$ cat src/rtl/dmem_arbiter_if.sv
// rtl/dmem_arbiter_if.sv - cpu/io requester ports and data-memory port of the dmem arbiter
interface dmem_arbiter_if #(
  parameter int ADDR_W = 12,
  parameter int DATA_W = 32
);
  logic              cpu_req;
  logic              cpu_wren;
  logic [ADDR_W-1:0] cpu_addr;
  logic [DATA_W-1:0] cpu_wdata;
  logic              cpu_gnt;
  logic              cpu_stall;
  logic              cpu_rvalid;
  logic [DATA_W-1:0] cpu_rdata;

  logic              io_req;
  logic              io_wren;
  logic [ADDR_W-1:0] io_addr;
  logic [DATA_W-1:0] io_wdata;
  logic              io_gnt;
  logic              io_rvalid;
  logic [DATA_W-1:0] io_rdata;

  logic [ADDR_W-1:0] address_dmem;
  logic [DATA_W-1:0] d_dmem;
  logic              wren;
  logic [DATA_W-1:0] q_dmem;

  // Arbiter side
  modport slave (
    input  cpu_req, cpu_wren, cpu_addr, cpu_wdata,
    input  io_req, io_wren, io_addr, io_wdata,
    input  q_dmem,
    output cpu_gnt, cpu_stall, cpu_rvalid, cpu_rdata,
    output io_gnt, io_rvalid, io_rdata,
    output address_dmem, d_dmem, wren
  );

  // Requesters and memory side
  modport master (
    output cpu_req, cpu_wren, cpu_addr, cpu_wdata,
    output io_req, io_wren, io_addr, io_wdata,
    output q_dmem,
    input  cpu_gnt, cpu_stall, cpu_rvalid, cpu_rdata,
    input  io_gnt, io_rvalid, io_rdata,
    input  address_dmem, d_dmem, wren
  );
endinterface

$ cat src/rtl/dmem_arbiter.sv
// rtl/dmem_arbiter.sv - cpu-priority data-memory arbiter with io starvation guard
module dmem_arbiter #(
  parameter int ADDR_W       = 12,
  parameter int DATA_W       = 32,
  parameter int STARVE_LIMIT = 4
) (
  input logic           clock,
  input logic           resetn,
  dmem_arbiter_if.slave bus
);
  logic [3:0] starve_cnt;
  logic       pending;
  logic       owner;  // 0 = cpu, 1 = io
  logic       force_io;
  logic       cpu_gnt;
  logic       io_gnt;
  logic       load_issued;

  // Grants are gated by resetn so outputs stay quiet while reset is held.
  assign force_io    = bus.io_req && (starve_cnt >= 4'(STARVE_LIMIT));
  assign cpu_gnt     = resetn && bus.cpu_req && !force_io;
  assign io_gnt      = resetn && bus.io_req && (!bus.cpu_req || force_io);
  assign load_issued = (cpu_gnt && !bus.cpu_wren) || (io_gnt && !bus.io_wren);

  always_ff @(posedge clock or negedge resetn) begin
    if (!resetn) begin
      starve_cnt <= 4'd0;
      pending    <= 1'b0;
      owner      <= 1'b0;
    end else begin
      if (bus.io_req && !io_gnt) begin
        if (starve_cnt != 4'd15) starve_cnt <= starve_cnt + 4'd1;
      end else begin
        starve_cnt <= 4'd0;
      end
      pending <= load_issued;
      owner   <= io_gnt;
    end
  end

  always_comb begin
    bus.cpu_gnt      = cpu_gnt;
    bus.io_gnt       = io_gnt;
    bus.cpu_stall    = resetn && bus.cpu_req && !cpu_gnt;
    bus.address_dmem = '0;
    bus.d_dmem       = '0;
    bus.wren         = 1'b0;
    if (cpu_gnt) begin
      bus.address_dmem = bus.cpu_addr;
      bus.d_dmem       = bus.cpu_wdata;
      bus.wren         = bus.cpu_wren;
    end else if (io_gnt) begin
      bus.address_dmem = bus.io_addr;
      bus.d_dmem       = bus.io_wdata;
      bus.wren         = bus.io_wren;
    end
    bus.cpu_rvalid = pending && !owner;
    bus.io_rvalid  = pending && owner;
    bus.cpu_rdata  = (pending && !owner) ? bus.q_dmem : '0;
    bus.io_rdata   = (pending && owner) ? bus.q_dmem : '0;
  end
endmodule

$ cat src/flat_wrapper.sv
// flat-port wrapper written by rule: the top's interface ports become plain ports
module dmem_arbiter_flat 
#(
  parameter int ADDR_W       = 12,
  parameter int DATA_W       = 32,
  parameter int STARVE_LIMIT = 4
)
  (clock, resetn, bus_cpu_req, bus_cpu_wren, bus_cpu_addr, bus_cpu_wdata, bus_io_req, bus_io_wren, bus_io_addr, bus_io_wdata, bus_q_dmem, bus_cpu_gnt, bus_cpu_stall, bus_cpu_rvalid, bus_cpu_rdata, bus_io_gnt, bus_io_rvalid, bus_io_rdata, bus_address_dmem, bus_d_dmem, bus_wren);
  dmem_arbiter_if #(.ADDR_W(ADDR_W), .DATA_W(DATA_W)) bus_i ();
  input logic clock;
  input logic resetn;
  input wire logic [$bits(bus_i.cpu_req)-1:0] bus_cpu_req;
  input wire logic [$bits(bus_i.cpu_wren)-1:0] bus_cpu_wren;
  input wire logic [$bits(bus_i.cpu_addr)-1:0] bus_cpu_addr;
  input wire logic [$bits(bus_i.cpu_wdata)-1:0] bus_cpu_wdata;
  input wire logic [$bits(bus_i.io_req)-1:0] bus_io_req;
  input wire logic [$bits(bus_i.io_wren)-1:0] bus_io_wren;
  input wire logic [$bits(bus_i.io_addr)-1:0] bus_io_addr;
  input wire logic [$bits(bus_i.io_wdata)-1:0] bus_io_wdata;
  input wire logic [$bits(bus_i.q_dmem)-1:0] bus_q_dmem;
  output wire logic [$bits(bus_i.cpu_gnt)-1:0] bus_cpu_gnt;
  output wire logic [$bits(bus_i.cpu_stall)-1:0] bus_cpu_stall;
  output wire logic [$bits(bus_i.cpu_rvalid)-1:0] bus_cpu_rvalid;
  output wire logic [$bits(bus_i.cpu_rdata)-1:0] bus_cpu_rdata;
  output wire logic [$bits(bus_i.io_gnt)-1:0] bus_io_gnt;
  output wire logic [$bits(bus_i.io_rvalid)-1:0] bus_io_rvalid;
  output wire logic [$bits(bus_i.io_rdata)-1:0] bus_io_rdata;
  output wire logic [$bits(bus_i.address_dmem)-1:0] bus_address_dmem;
  output wire logic [$bits(bus_i.d_dmem)-1:0] bus_d_dmem;
  output wire logic [$bits(bus_i.wren)-1:0] bus_wren;
  assign bus_i.cpu_req = bus_cpu_req;
  assign bus_i.cpu_wren = bus_cpu_wren;
  assign bus_i.cpu_addr = bus_cpu_addr;
  assign bus_i.cpu_wdata = bus_cpu_wdata;
  assign bus_i.io_req = bus_io_req;
  assign bus_i.io_wren = bus_io_wren;
  assign bus_i.io_addr = bus_io_addr;
  assign bus_i.io_wdata = bus_io_wdata;
  assign bus_i.q_dmem = bus_q_dmem;
  assign bus_cpu_gnt = bus_i.cpu_gnt;
  assign bus_cpu_stall = bus_i.cpu_stall;
  assign bus_cpu_rvalid = bus_i.cpu_rvalid;
  assign bus_cpu_rdata = bus_i.cpu_rdata;
  assign bus_io_gnt = bus_i.io_gnt;
  assign bus_io_rvalid = bus_i.io_rvalid;
  assign bus_io_rdata = bus_i.io_rdata;
  assign bus_address_dmem = bus_i.address_dmem;
  assign bus_d_dmem = bus_i.d_dmem;
  assign bus_wren = bus_i.wren;
  dmem_arbiter #(.ADDR_W(ADDR_W), .DATA_W(DATA_W), .STARVE_LIMIT(STARVE_LIMIT)) u_core (.clock(clock), .resetn(resetn), .bus(bus_i));
endmodule
$ cat config.mk
export PLATFORM = sky130hd
export DESIGN_NAME = dmem_arbiter_flat
export DESIGN_NICKNAME = d
export VERILOG_FILES = /design/src/rtl/dmem_arbiter_if.sv /design/src/rtl/dmem_arbiter.sv /design/src/flat_wrapper.sv
export SDC_FILE = /design/constraint.sdc
export NUM_CORES = 1
export LEC_CHECK = 0
export CAP_MARGIN = 20
export CORE_AREA = 2 2 94 96
export DETAILED_ROUTE_END_ITERATION = 10
export DIE_AREA = 0 0 96 98
export GPL_ROUTABILITY_DRIVEN = 0
export HOLD_SLACK_MARGIN = 0.15
export SETUP_SLACK_MARGIN = 0.2
export SLEW_MARGIN = 20
export SYNTH_ARGS = -nofsm -noshare
export SYNTH_HDL_FRONTEND = slang
export SYNTH_SLANG_ARGS = --single-unit
$ cat constraint.sdc
create_clock -name clock -period 2.1 [get_ports clock]
set_clock_uncertainty 0.2 [all_clocks]
set_input_delay 0.525 -clock clock [delete_from_list [all_inputs] [get_ports clock]]
set_output_delay 0.525 -clock clock [all_outputs]
set_load 0.1 [all_outputs]
==> results.txt, run 1 <==
The average vias per placed instance came out at 4.64. Total number of placement rows: 34. The number of clock buffers added by TritonCTS is 3.

In this run the power density over the cells is 328 nW/um^2. The run gives 0 as the reported max-cap violation count. The tightest min-delay check is of the input pin to async pin type. The routed design could run at a clock period as short as 2.66 ns. The internal power of the cells totals 1.08 mW. The peak-usage layer in the global routing report was met2. The distinct cell type count of the synthesized netlist was 25; the die span in y was 98 microns.

The mapped netlist covers 1220 sq um. Based on the critical path, the design can be clocked at up to 376 MHz. The worst register-to-register path has a setup slack of 0.08 ns. The worst-case IR drop observed on VDD is 229 uV. The tools report the area occupied by registers as 151 sq um. The checks that failed: negative setup slack. The run gives 12.3% as the part of the Yosys area used for sequential elements. The logs give 7860 microns for the estimated wirelength of the detail-placed design and 2.83 nW for the total leakage power.

The H-tree depth came out at 1. The hold violation count in the final report is 0, and the count of mapped cells out of synthesis is 161. The global router's overall resource usage is 23.2%, and the clock transition at the registers of the reported paths is 0.04 ns.

Setup total negative slack on the finished layout was measured at -30.88 ns. Measured against its own limit, the worst slew margin works out to 84.8%. The library cell appearing most often on the critical path is buf_6. Switching share of power: 49.6%. The wire length after detailed routing is 11000 microns. For the number of antenna violations at the first check in global routing, the log shows 1. In this run the critical register-to-register path is captured at u_core.starve_cnt[2]. The startpoint of the worst register-to-register path is u_core.starve_cnt[2]. The worst setup path is launched from a flop.

The clock reaches the later pin of the worst-skew pair after 0.24 ns. The number of nets still failing antenna checks after routing is 0, and the number of buffers inserted for hold repair after clock tree synthesis is 0. In the final layout, the share of cells above drive strength 1 is 69.1%.

The slew at the pin closest to its max-slew limit was 0.228 ns. TritonCTS built the clock tree. For the multi-input gate area in the final layout, the log shows 1700 sq um. After layout, the design draws a total of 2.14 mW. Fill cells in the final layout number 522.

Area of the placeable core: 8470 sq um. In this run the power spent charging and discharging nets is 1.06 mW. The run gives 2846 as the via count of the first global-routing pass. Of all nets on the critical path, the largest fanout is 2.

The run finished, with violations left. In this run the horizontal extent of the chip is 96 microns. From synthesis to final layout, the design area changed by 436%.

Setup repair after global routing could not meet its margin everywhere. In this run the clock root is driven by a clkbuf_8. The master of the slowest instance on the critical path is or3b_4. Aggregate global routing overflow: 0.

The setup path with the least slack is of type flop to primary output. After synthesis, the mean cell area works out to 7.58 sq um. 0 antenna diodes ended up in the layout.

In the finished design, the share of the clock period the worst path needs comes to 127%. Entering global routing, the biggest net connects 30 pins. After the last flow step, the layout net total stands at 579. The routed wire length per instance came out at 19.8 microns.

Leaving out fill and tap cells, the most frequent cell in the layout is buf_12. The maximum count of clock buffers along a single path came out at 2. The global routing met3 resource utilization is 8.10%, and the number of vias in the routed layout is 2590.

Yosys printed 0 warnings. In the layout the commonest cells are buf_12 (126), clkdlybuf4s50_1 (111), a22o_4 (44), and2_4 (33), and3_4 (32). Walking the worst path, the cells encountered are or3b_4 > buf_4 > buf_6 > buf_6 > buf_6 > buf_6 > nand3_2 > a21boi_4 > buf_12.

STA classifies the critical path endpoint as a primary output. For the arrival time at the worst endpoint, the log shows 1.93 ns. STA puts the critical path data required time at 1.37 ns. The number of violations reported at the end of detailed-routing iteration 0 is 41, and the count of final max-slew check failures is 0. The count of TritonRoute iterations in the first routing pass was 4; the flip-flop and latch count after synthesis was 6. For the number of nets in the synthesized netlist, the log shows 288. The clock network accounts for 8.9% of the total power. Measured on the finished design, the core utilization comes to 77.3%. The worst register-to-register path has a depth of 8. For met1 alone, demand over resource in global routing was 23.0%. The count of unresolved DRC violations after routing is 0, and the final-report setup violation count is 113.

During I/O placement, the number of pins put on the boundary was 240. In this run, the combinational gates consume 85.1% of the power. The initial utilization of the core area, before any placement, comes to 14.4%. Count of input and output buffers: 239. The largest stage delay on the critical path was 0.42 ns.

The logs give 6.0% for the sequential cell fraction of total power and 16500 microns for the first-pass GRT wire length. Number of clock sinks: 6. The floorplan step defined a die boundary enclosing 9410 sq um.

The final worst setup slack was -0.557 ns; the met2 layer usage reported by global route was 44.9%.
## per-layer routing
metal / routed length, microns / up-vias
li1: - / 1203
met1: 3570 / 1224
met2: 6150 / 152
met3: 1180 / 9
met4: 129 / 2
met5: 16 / -
## through the flow
stage / cell area (sq um) / worst slack, ns / hold slack, ns / cells
5_1_grt: 6550 / -0.601 / 0.193 / 558
3_5_place_dp: 5560 / -0.835 / 0.408 / 506
4_1_cts: 6410 / -0.545 / 0.185 / 551
2_1_floorplan: 1900 / -0.224 / 0.0294 / 161
6_report: 6550 / -0.557 / 0.181 / 558
3_3_place_gp: 5560 / -0.799 / 0.365 / 506
## worst max-delay path: cells and delay by family (launching register included)
family | cells | cell delay [ns]
buffers and inverters | 6 | 0.74
AND/OR/NAND/NOR | 2 | 0.50
flip-flops | 1 | 0.38
AO/OA/AOI/OAI | 1 | 0.06
## synth_stat cells, drive strengths merged
| library cell | instances | area [sq um] |
|---|---|---|
| a21bo | 1 | 10.0 |
| a21boi | 1 | 7.51 |
| a22o | 44 | 385 |
| a31oi | 1 | 6.26 |
| and2 | 33 | 206 |
| and3 | 32 | 200 |
| buf | 8 | 65.1 |
| clkbuf | 9 | 33.8 |
| dfrtp | 6 | 150 |
| ha | 1 | 12.5 |
| inv | 2 | 10.0 |
| mux2i | 1 | 10.0 |
| nand2 | 2 | 7.51 |
| nand3 | 6 | 35.0 |
| nor2 | 5 | 18.8 |
| nor2b | 1 | 6.26 |
| nor3 | 2 | 10.0 |
| nor3b | 2 | 15.0 |
| o21ai | 1 | 5.00 |
| o22ai | 1 | 6.26 |
| or3b | 1 | 11.3 |
| xnor2 | 1 | 8.76 |
## power groups by stage
stage | clock network [mW] | logic (mW) | registers (mW)
CTS | 0.183 | 1.81 | 0.128
global placement | 0 | 1.62 | 0.130
global route | 0.203 | 1.88 | 0.129
detailed placement | 0 | 1.63 | 0.131
floorplan | 0 | 0.908 | 0.129
finish | 0.191 | 1.82 | 0.128
## how the worst max path moves through the flow
stage	from	to	slack (ns)	cells after the start
finish	u_core.starve_cnt[2]	bus_wren	-0.56	9
global route	u_core.starve_cnt[2]	bus_d_dmem[3]	-0.60	7
CTS	u_core.starve_cnt[2]	bus_d_dmem[3]	-0.55	7
detailed placement	bus_cpu_req	bus_address_dmem[0]	-0.84	6
global placement	bus_cpu_req	bus_address_dmem[1]	-0.80	6
floorplan	bus_cpu_req	bus_d_dmem[22]	-0.22	5
## sequential cells by signal, indices dropped and copies added, names as in the netlist
register	cells
u_core.owner	1
u_core.pending	1
u_core.starve_cnt	4
## repair_timing
action                     in CTS  in global routing
pin swaps                      47                  5
cloned                         14                  2
setup endpoints to repair     118                118
resized for setup             104                  7
buffers inserted               28                  5
hold endpoints to repair        0                  0
## cells by family after synthesis
group | synth area share (%)
AND/OR/NAND/NOR | 41.8
AO/OA/AOI/OAI | 34.4
buffers and inverters | 8.91
flip-flops | 12.3
XOR/XNOR | 0.717
multiplexers | 0.820
adder cells (fa/ha/maj) | 1.02
## final cells by class
cell class              instances  area share (%)
well taps                     108            2.06
repair buffers                297            67.2
inverters                       2           0.363
multi-input cells             136            25.9
repair inverters                6            1.53
flip-flops and latches          6            2.31
clock buffers                   3           0.631
(Power assumes the default switching activity.)
==> inputs of run 2 (changes only) <==
--- a/config.mk
+++ b/config.mk
@@ -7,6 +7,7 @@
 export LEC_CHECK = 0
 export CAP_MARGIN = 20
 export CORE_AREA = 2 2 94 96
+export CTS_CLUSTER_DIAMETER = 30
 export DETAILED_ROUTE_END_ITERATION = 10
 export DIE_AREA = 0 0 96 98
 export GPL_ROUTABILITY_DRIVEN = 0
==> constraint.sdc (replaced) <==
create_clock -name clock -period 2.73 [get_ports clock]
set_clock_uncertainty 0.2 [all_clocks]
set_input_delay 0.6825 -clock clock [delete_from_list [all_inputs] [get_ports clock]]
set_output_delay 0.6825 -clock clock [all_outputs]
set_load 0.1 [all_outputs]
==> results.txt, run 2 (same netlist as run 1, synthesis figures left out) <==
Number of clock sinks: 6 (unchanged). The logs give 19.0% (was 23.2%) for the global router's overall resource usage and 0 (unchanged) for the count of unresolved DRC violations after routing. The maximum count of clock buffers along a single path is 2 (unchanged), and the number of vias in the routed layout is 2397 (was 2590).

The power density over the cells works out to 265 nW/um^2 (was 328 nW/um^2). Registers with the most flip-flops: u_core.starve_cnt (4), u_core.owner (1), u_core.pending (1) (unchanged). The number of antenna violations at the first check in global routing is 3 (was 1), and the worst hold margin is 0.354 ns (was 0.181 ns). The number of buffers inserted for hold repair after clock tree synthesis was 0 (unchanged). The tools report the pre-CTS worst setup slack as -0.505 ns (was -0.835 ns). The run gives 14.4% (unchanged) as the initial standard-cell utilization of the core. The total negative slack was -1.87 ns (was -30.88 ns). The H-tree depth was 1 (unchanged); the total number of placement rows was 34 (unchanged).

The global routing met3 resource utilization came out at 8.10% (unchanged). The logs give 2581 (was 2846) for the via count of the first global-routing pass and 539 (was 579) for the post-layout net count. The arrival time at the worst endpoint is 1.93 ns (about the same).

The share of the core filled with cells in the final layout was 66.3% (was 77.3%); the number of nets still failing antenna checks after routing was 0 (unchanged). The horizontal extent of the die is 96 microns (unchanged), and the endpoint required time on the critical path is 1.85 ns (was 1.37 ns). The largest register by flop count was u_core.starve_cnt (unchanged).

The tools report the final worst setup slack as -0.0776 ns (was -0.557 ns). The peak-usage layer in the global routing report was met2 (unchanged). The tools report the kind of capture point of the worst setup path as a primary output (unchanged). TritonCTS built the clock tree.

Path type of the worst setup path: input pin to primary output (was flop to primary output). The final-report setup violation count was 45 (was 113); the routed wire length per instance was 17.9 microns (was 19.8 microns). The tools report the hold violation count in the final report as 0 (unchanged). The tools report the estimated wirelength of the detail-placed design as 7500 microns (was 7860 microns). Failing checks: negative setup slack (unchanged). In the finished design, the share of the clock period the worst path needs comes to 103%. The library cell used as clock root buffer was clkbuf_8 (unchanged). The count of input and output buffers is 239 (unchanged), and the worst-case vdd ir drop is 159 uV (was 229 uV). For the reported max-cap violation count, the log shows 0 (unchanged). The met1 layer usage reported by global route was 17.8% (was 23.0%); the worst-case headroom to the max-slew limit was 80.7% (was 84.8%). Setup repair after global routing could not meet its margin everywhere.

Based on the critical path, the design can be clocked at up to 356 MHz. Number of buffers created by CTS: 3 (unchanged). The largest fanout on the critical path was 5 (was 2). The total leakage power is 2.51 nW (was 2.83 nW).

The tools report the met2 layer usage reported by global route as 35.9% (was 44.9%). The area of the placeable core was 8470 sq um (unchanged). The average vias per placed instance was 4.60 (was 4.64). Commonest non-fill, non-tap cells in the layout: clkdlybuf4s50_1 (120), buf_12 (119), a22o_4 (44), and3_1 (32), and2_1 (24) (was buf_12 (126), clkdlybuf4s50_1 (111), a22o_4 (44), and2_4 (33), and3_4 (32)). The run gives 28 (was 41) as the number of violations reported at the end of detailed-routing iteration 0. The count of buffer and inverter cells on the critical path is 4 (was 6), and the count of TritonRoute iterations in the first routing pass is 4 (unchanged). The path type of the worst min-delay path is input pin to async pin (unchanged). The logs give 9410 sq um (unchanged) for the area enclosed by the die boundary and 5280 sq um (was 5560 sq um) for the placed instance area. Critical path, cell by cell: buf_6 > or3b_4 > nand3_4 > buf_12 > inv_8 > a22o_4 > buf_12 (was or3b_4 > buf_4 > buf_6 > buf_6 > buf_6 > buf_6 > nand3_2 > a21boi_4 > buf_12).

Final cell count without fillers: 521 (was 558). The largest stage delay on the critical path is 0.38 ns (was 0.42 ns). The leading cell type in the layout, fill and taps excluded is clkdlybuf4s50_1 (was buf_12).

The final total power was 1.49 mW (was 2.14 mW); the area of all placed cells without fillers was 5610 sq um (was 6550 sq um). The slew at the pin closest to its max-slew limit is 0.290 ns (was 0.228 ns), and the clock transition at the registers of the reported paths is 0.04 ns (about the same). The count of final max-slew check failures was 0 (unchanged).

The logs give 13900 microns (was 16500 microns) for the first-pass GRT wire length and 0 (unchanged) for the aggregate global routing overflow. Worst-skew pair later-pin latency: 0.22 ns (was 0.24 ns). The tools report the source of the critical timing path as bus_cpu_req (was u_core.starve_cnt[2]). The run gives 34 (was 30) as the maximum number of pins on one net before global-route repair.

The I/O pin count came out at 240 (unchanged). The master of the slowest instance on the critical path was or3b_4 (unchanged). The fraction of final layout cells sized beyond drive strength 1 is 50.2% (was 69.1%).

The layout overhead on the synthesized area was 360% (was 436%); the flip-flop count of the largest register, all copies and words added was 4 (unchanged). The die span in y was 98 microns (unchanged). Library cell appearing most often on the critical path: buf_12 (was buf_6). The startpoint kind of the worst setup timing path was an input pin (was a flop). The minimum clock period is 2.81 ns, and the wire length after detailed routing is 9320 microns (was 11000 microns). Startpoint of the worst register-to-register path: u_core.starve_cnt[2] (unchanged). The cell family contributing the most delay on the critical path is simple AND/OR/NAND/NOR gates (was buffers and inverters). Number of placed cells counting well taps: 500 (was 506). The flow ran to the end, but the final reports show violations.
## run 2: layout make-up
cell class	instances	area (sq um)
Clock buffer	3	41.3
Timing Repair inverter	5	80.1
Inverter	2	23.8
Timing Repair Buffer	258	3790
Fill cell	629	2850
Antenna cell	3	7.51
Sequential cell	6	151
Multi-Input combinational cell	136	1390
Tap cell	108	135
## run 2: layer usage
metal,vias up,wire length [microns]
li1,1112,-
met1,1118,2840
met2,155,5030
met3,12,1260
met4,0,182
met5,-,0
## run 2: path summary, 6_finish.rpt
kind,slack [ns],endpoint,cells after the start
max,-0.08,bus_d_dmem[24],7
min,0.35,u_core.pending,2
max reg2reg,0.90,u_core.owner,6
min reg2reg,0.39,u_core.starve_cnt[1],2
max in group asynchronous,1.84,u_core.starve_cnt[2],2
min in group clock,0.39,u_core.starve_cnt[1],2
## run 2: worst reg2reg max path, delay by kind of cell, from the launching register on
kind                   cells  cell delay (ns)
buffers and inverters      4             0.51
and+or+nand+nor            2             0.55
DFF                        1             0.46
## run 2: power by group
part | internal [mW] | switching [mW]
Sequential | 0.0938 | 0.00453
Clock | 0.0945 | 0.0360
Combinational | 0.543 | 0.714
## run 2: timing repair
| item | CTS | global route |
|---|---|---|
| pin swaps | 4 | 6 |
| resized for setup | 37 | 3 |
| setup endpoints to repair | 48 | 48 |
| gates cloned | 6 | 0 |
| buffers inserted | 7 | 2 |
